[config.mk]
export PLATFORM = sky130hd
export DESIGN_NAME = bcd_scan_ctrl
export DESIGN_NICKNAME = d
export VERILOG_FILES = /design/src/rtl/bcd_scan_ctrl.sv
export SDC_FILE = /design/constraint.sdc
export NUM_CORES = 1
export LEC_CHECK = 0
export ABC_AREA = 1
export CAP_MARGIN = 0
export CORE_AREA = 2 2 70 89
export CTS_CLUSTER_DIAMETER = 150
export DETAILED_ROUTE_END_ITERATION = 8
export DIE_AREA = 0 0 72 91
export DONT_BUFFER_PORTS = 1
export GPL_ROUTABILITY_DRIVEN = 0
export PLACE_DENSITY = 0.81
export SLEW_MARGIN = 20
export SYNTH_ARGS = -nofsm -noshare
export SYNTH_HDL_FRONTEND = slang
export SYNTH_SLANG_ARGS = --single-unit
[constraint.sdc]
create_clock -name clk -period 3 [get_ports clk]
set_input_delay 0.6 -clock clk [delete_from_list [all_inputs] [get_ports clk]]
set_output_delay 0.6 -clock clk [all_outputs]
set_load 0.02 [all_outputs]
[src/rtl/bcd_scan_ctrl.sv]
// ---------------------------------------------------------------------------
// bcd_scan_ctrl
//   Time-multiplexes a single CD4511-style BCD-to-7-segment decoder across
//   N_DIGITS common-cathode digits. Each digit slot is REFRESH_DIV cycles:
//   BLANK_CYC dark cycles, which prevent ghosting, followed by the lit part of
//   the slot. A load arriving mid-frame is parked in a pending register. It
//   reaches the display register only at the next frame boundary, so a frame
//   never shows a mix of old and new digits.
//
// Ports
//   clk        in   system clock, rising edge
//   rst        in   asynchronous active-high reset
//   enable     in   1 = scan, 0 = display dark (IDLE)
//   value      in   packed BCD, digit k = value[4k+3:4k], digit 0 = LSD
//   load       in   single-cycle strobe capturing value
//   bcd_out    out  BCD code to the decoder input
//   blank      out  decoder blanking request (1 = segments off)
//   digit_en   out  one-hot active-high digit select, 0 when dark
//   frame_done out  one-cycle pulse on the last lit cycle of the last digit
//
// Optional feature
//   BCD_SCAN_LZB_EN : leading-zero blanking. While a digit is lit, blank is
//   also raised for a digit k>0 when digits k..N_DIGITS-1 of the display
//   register are all zero. Digit 0 is never suppressed.
// ---------------------------------------------------------------------------
module bcd_scan_ctrl #(
    parameter int N_DIGITS    = 4,
    parameter int REFRESH_DIV = 50000,
    parameter int BLANK_CYC   = 2
) (
    input  logic                  clk,
    input  logic                  rst,
    input  logic                  enable,
    input  logic [4*N_DIGITS-1:0] value,
    input  logic                  load,
    output logic [3:0]            bcd_out,
    output logic                  blank,
    output logic [N_DIGITS-1:0]   digit_en,
    output logic                  frame_done
);

    localparam int CW = $clog2(REFRESH_DIV);
    localparam int IW = (N_DIGITS > 1) ? $clog2(N_DIGITS) : 1;

    typedef enum logic [1:0] {IDLE, BLANK, SHOW} state_t;

    state_t                      state_q, state_d;
    logic [CW-1:0]               cnt_q, cnt_d;
    logic [IW-1:0]               idx_q, idx_d;
    logic [N_DIGITS-1:0][3:0]    disp_q, disp_d;
    logic [N_DIGITS-1:0][3:0]    pend_q, pend_d;
    logic                        pv_q, pv_d;
    logic [3:0]                  bcd_out_q, bcd_out_d;
    logic                        blank_q, blank_d;
    logic [N_DIGITS-1:0]         digit_en_q, digit_en_d;
    logic                        frame_done_q, frame_done_d;
    logic                        frame_start;
    logic                        suppress;

    always_comb begin
        state_d = state_q;
        cnt_d   = cnt_q;
        idx_d   = idx_q;
        disp_d  = disp_q;
        pend_d  = pend_q;
        pv_d    = pv_q;

        // Sequencing
        case (state_q)
            IDLE: begin
                if (enable) begin
                    state_d = BLANK;
                    cnt_d   = '0;
                    idx_d   = '0;
                end
            end
            BLANK: begin
                if (!enable) begin
                    state_d = IDLE;
                    cnt_d   = '0;
                    idx_d   = '0;
                end else begin
                    cnt_d = cnt_q + 1'b1;
                    if (cnt_q == CW'(BLANK_CYC - 1)) state_d = SHOW;
                end
            end
            SHOW: begin
                if (!enable) begin
                    state_d = IDLE;
                    cnt_d   = '0;
                    idx_d   = '0;
                end else if (cnt_q == CW'(REFRESH_DIV - 1)) begin
                    state_d = BLANK;
                    cnt_d   = '0;
                    idx_d   = (idx_q == IW'(N_DIGITS - 1)) ? '0 : idx_q + 1'b1;
                end else begin
                    cnt_d = cnt_q + 1'b1;
                end
            end
            default: begin
                state_d = IDLE;
                cnt_d   = '0;
                idx_d   = '0;
            end
        endcase

        // Entering digit 0's dark phase is the frame boundary. With one digit
        // every slot is a boundary.
        frame_start = (state_d == BLANK) && (state_q != BLANK) && (idx_d == '0);

        // Display update. A direct write also drops any older pending value,
        // so the most recent load always wins.
        if (load && (state_q == IDLE || frame_start)) begin
            disp_d = value;
            pv_d   = 1'b0;
        end else if (load) begin
            pend_d = value;
            pv_d   = 1'b1;
        end else if (frame_start && pv_q) begin
            disp_d = pend_q;
            pv_d   = 1'b0;
        end

        // Outputs are computed from the next state so that they line up with
        // the state they describe once registered.
        suppress = 1'b0;
`ifdef BCD_SCAN_LZB_EN
        begin
            logic [N_DIGITS-1:0] zero_up;  // digits k..N-1 all zero
            zero_up[N_DIGITS-1] = (disp_d[N_DIGITS-1] == 4'd0);
            for (int k = N_DIGITS - 2; k >= 0; k--) begin
                zero_up[k] = (disp_d[k] == 4'd0) && zero_up[k+1];
            end
            suppress = (idx_d != '0) && zero_up[idx_d];
        end
`endif
        digit_en_d   = (state_d == SHOW) ? (N_DIGITS'(1) << idx_d) : '0;
        blank_d      = (state_d != SHOW) || suppress;
        bcd_out_d    = (state_d != IDLE) ? disp_d[idx_d] : bcd_out_q;
        frame_done_d = (state_d == SHOW) && (cnt_d == CW'(REFRESH_DIV - 1)) &&
                       (idx_d == IW'(N_DIGITS - 1));
    end

    always_ff @(posedge clk or posedge rst) begin
        if (rst) begin
            state_q      <= IDLE;
            cnt_q        <= '0;
            idx_q        <= '0;
            disp_q       <= '0;
            pend_q       <= '0;
            pv_q         <= 1'b0;
            bcd_out_q    <= 4'd0;
            blank_q      <= 1'b1;
            digit_en_q   <= '0;
            frame_done_q <= 1'b0;
        end else begin
            state_q      <= state_d;
            cnt_q        <= cnt_d;
            idx_q        <= idx_d;
            disp_q       <= disp_d;
            pend_q       <= pend_d;
            pv_q         <= pv_d;
            bcd_out_q    <= bcd_out_d;
            blank_q      <= blank_d;
            digit_en_q   <= digit_en_d;
            frame_done_q <= frame_done_d;
        end
    end

    assign bcd_out    = bcd_out_q;
    assign blank      = blank_q;
    assign digit_en   = digit_en_q;
    assign frame_done = frame_done_q;

endmodule

==> results by group, run 1 <==
Clock network
  • TritonCTS Buffers: 9
  • Worst skew pair latency: 340 ps
  • Root Driver: clkbuf_8
  • CTS tree: done
  • Clock sinks: 63
  • Clock transition at path regs: 70 ps
  • Clock buffer depth: 2
  • Post-CTS Setup Repair Bufs: 0
  • Resize count post-CTS: 0
  • Post-CTS Hold Fix Bufs: 0
  • H-tree levels: 3

Floorplanning
  • Placeable Area: 5702 um^2
  • DIE HEIGHT: 91 um
  • Area of the die: 6552 um^2
  • Row cnt: 31
  • Effective utilization at floorplan: 62.63%
  • I/O pin total: 30
  • Die W: 72 um

Placed design
  • Detailed placement HPWL: 5.599 mm
  • Worst slack, placed: 436.9 ps
  • Buffers added on ports: 0

Timing
  • RSZ-0062 raised after global routing: no
  • Slew margin rel.: 44.82%
  • Fin worst setup slack: 427.4 ps
  • Minimum clock period: 2573 ps
  • Endpoints failing setup: 0
  • Final setup TNS: 0 ps
  • Endpoints failing hold: 0
  • Final worst path period share: 85.75%
  • F_max: 388.7 MHz
  • Slew Viols, Final: 0
  • Actual slew at the worst max-slew pin: 826.8 ps
  • WHS: 373.9 ps
  • Worst Clk Skew: 7.210 ps

Worst setup path
  • CP Class: register to register
  • Levels on crit path: 17
  • Critical path peak fanout: 17
  • Critical Path RT: 3260 ps
  • Worst path slowest cell: dfrtp_1
  • CP delay by family, top: simple AND/OR/NAND/NOR gates
  • Reg2reg start: cnt_q[0]$_DFF_PP0_
  • Startpoint Class: register
  • Critical Path, Cell by Cell: ha_1 -> nand3_2 -> nor2_2 -> nand2_2 -> nand2_4 -> nand2_8 -> nand2_4 -> nand2_8 -> nor2_8 -> nand3_4 -> inv_1 -> nand2_1 -> nand3_2 -> nand3_1 -> nand2_1 -> nor2_1 -> nor2_1
  • CP peak stage delay: 420 ps
  • Crit end category: register
  • Worst Path Buf+Inv: 1
  • Critical Path AT: 2840 ps
  • Cell depth of the worst flop-to-flop path: 17
  • FF-to-FF End: bcd_out[1]$_DFFE_PP0P_
  • Reg2Reg Setup Slack: 430 ps

Job
  • Max-cap violations: 0

Yosys
  • Post-synthesis sequential area ratio: 44.18%
  • Syn_nets: 455
  • Syn Area/Cell: 8.266 um^2
  • Synth cell types: 44
  • Synthesized flop and latch total: 63
  • Synthesized instance count: 432
  • Cell Area, Synth: 3571 um^2
  • Ys Warns: 0

Final layout
  • Nets: 459
  • Layout cells sized above 1: 15.23%
  • FILL cells: 486
  • Area taken by multi-input logic gates: 1683 um^2
  • Register Area: 1578 um^2
  • Synth-to-Final Area Change: 6.272%
  • Most common cell after layout, fill and taps aside: nand2_1
  • Commonest cells after routing, fill and taps aside: nand2_1 (86), dfrtp_1 (62), inv_1 (51)
  • Ant diodes: 0

Global route
  • Vias in the first global route: 2,948
  • First-pass GRT wire length: 13.38 mm
  • Largest net degree at the start of global routing: 64
  • Total grt overflow: 0
  • GRT Total Usage: 26.28%
  • Antenna violations before repair: 0

Routing
  • Vias post-DR: 2,936
  • Vias per cell: 5.802
  • Routed WL: 7.965 mm
  • # DRC: 0
  • Detailed-route wire length per cell: 15.74 um
  • DR iter-0 viols: 323
  • Drt pass-1 iters: 5
  • Antenna-violating nets left: 0

Run status
  • Status: finished, final reports clean

Min path
  • HP Class: input port to async pin

Power
  • Total Power: 2881 uW
  • Leakage: 0.001826 uW
  • VDD IR max: 0.5032 mV
  • PwrDens: 759.1 nW/um^2
==> cells by family (layout without fill, tap and decap cells) <==
| kind of cell | count (synthesis) | in the layout | share of synthesized area, % |
|---|---|---|---|
| AO/OA/AOI/OAI | 46 | 46 | 8.374 |
| AND/OR/NAND/NOR | 247 | 247 | 37.21 |
| buffers and inverters | 71 | 79 | 8.690 |
| XOR/XNOR | 2 | 2 | 0.4906 |
| adder cells (fa/ha/maj) | 3 | 3 | 1.051 |
| flip-flops | 63 | 63 | 44.18 |
==> area by class of cell <==
type                    count  share of cell area (%)
multi-input cells         298                   44.35
flip-flops and latches     63                   41.58
inverters                  61                   6.133
clock buffers              11                   3.989
well taps                  66                   2.176
clock inverters             4                   1.187
repair buffers              3                  0.5935
==> stage by stage <==
| stage | cell area [um^2] | cells | util (%) |
|---|---|---|---|
| after CTS | 3795 | 506 | 66.56 |
| final | 3795 | 506 | 66.56 |
| after floorplan | 3571 | 432 | - |
| after global placement | 3598 | 491 | 63.11 |
| after global routing | 3795 | 506 | 66.56 |
| after detailed placement | 3598 | 491 | 63.11 |
==> worst max-delay path by stage <==
stage | start | end | slack, ps
6_report | cnt_q[0]$_DFF_PP0_ | bcd_out[1]$_DFFE_PP0P_ | 430
5_1_grt | cnt_q[0]$_DFF_PP0_ | pend_q[11]$_DFFE_PP0P_ | 110
4_1_cts | cnt_q[0]$_DFF_PP0_ | pend_q[3]$_DFFE_PP0P_ | 410
3_5_place_dp | cnt_q[0]$_DFF_PP0_ | pend_q[3]$_DFFE_PP0P_ | 440
3_3_place_gp | cnt_q[0]$_DFF_PP0_ | bcd_out[0]$_DFFE_PP0P_ | 520
2_1_floorplan | rst | bcd_out[0]$_DFFE_PP0P_ | 830
==> registers in the layout (all words and copies together) (netlist names) <==
signal / flops
pend_q: 16
cnt_q: 16
frame_done: 1
state_q: 2
pv_q: 1
blank: 1
idx_q: 2
bcd_out: 4
digit_en: 4
disp_q: 16
==> metal layers <==
layer | track usage (%) | part of all wire (%)
met1 | 32.04 | 40
met2 | 43.75 | 52
met3 | 5.105 | 4.9
met4 | 13.21 | 2.9
met5 | 0 | 0
==> synth_stat cells, drive strengths merged <==
master | instances | area, um^2
a211oi | 3 | 22.52
a21oi | 8 | 73.82
a22oi | 1 | 7.510
a31oi | 3 | 18.77
and2 | 16 | 100.1
buf | 9 | 73.82
clkbuf | 1 | 3.750
clkinv | 3 | 12.51
dfrtp | 62 | 1551
dfstp | 1 | 26.28
ha | 3 | 37.54
inv | 58 | 220.2
nand2 | 99 | 461.7
nand3 | 53 | 347.8
nand3b | 1 | 7.510
nand4 | 14 | 87.58
nor2 | 50 | 244.0
nor3 | 10 | 55.05
nor4 | 4 | 25.02
o211a | 2 | 20.02
o21a | 1 | 7.510
o21ai | 24 | 120.1
o21bai | 1 | 7.510
o22ai | 2 | 12.51
o311ai | 1 | 8.760
xnor2 | 1 | 8.760
xor2 | 1 | 8.760
==> power breakdown <==
group	switching, uW	internal, uW
registers	170	1110
clock network	321	420
logic	555	307
(Power assumes the default switching activity.)
==> run 2, diff against run 1 <==
- CTS_CLUSTER_SIZE: default -> 25
==> results of run 2 <==
No change in the layout: final DEF, timing and power equal those of run 1.
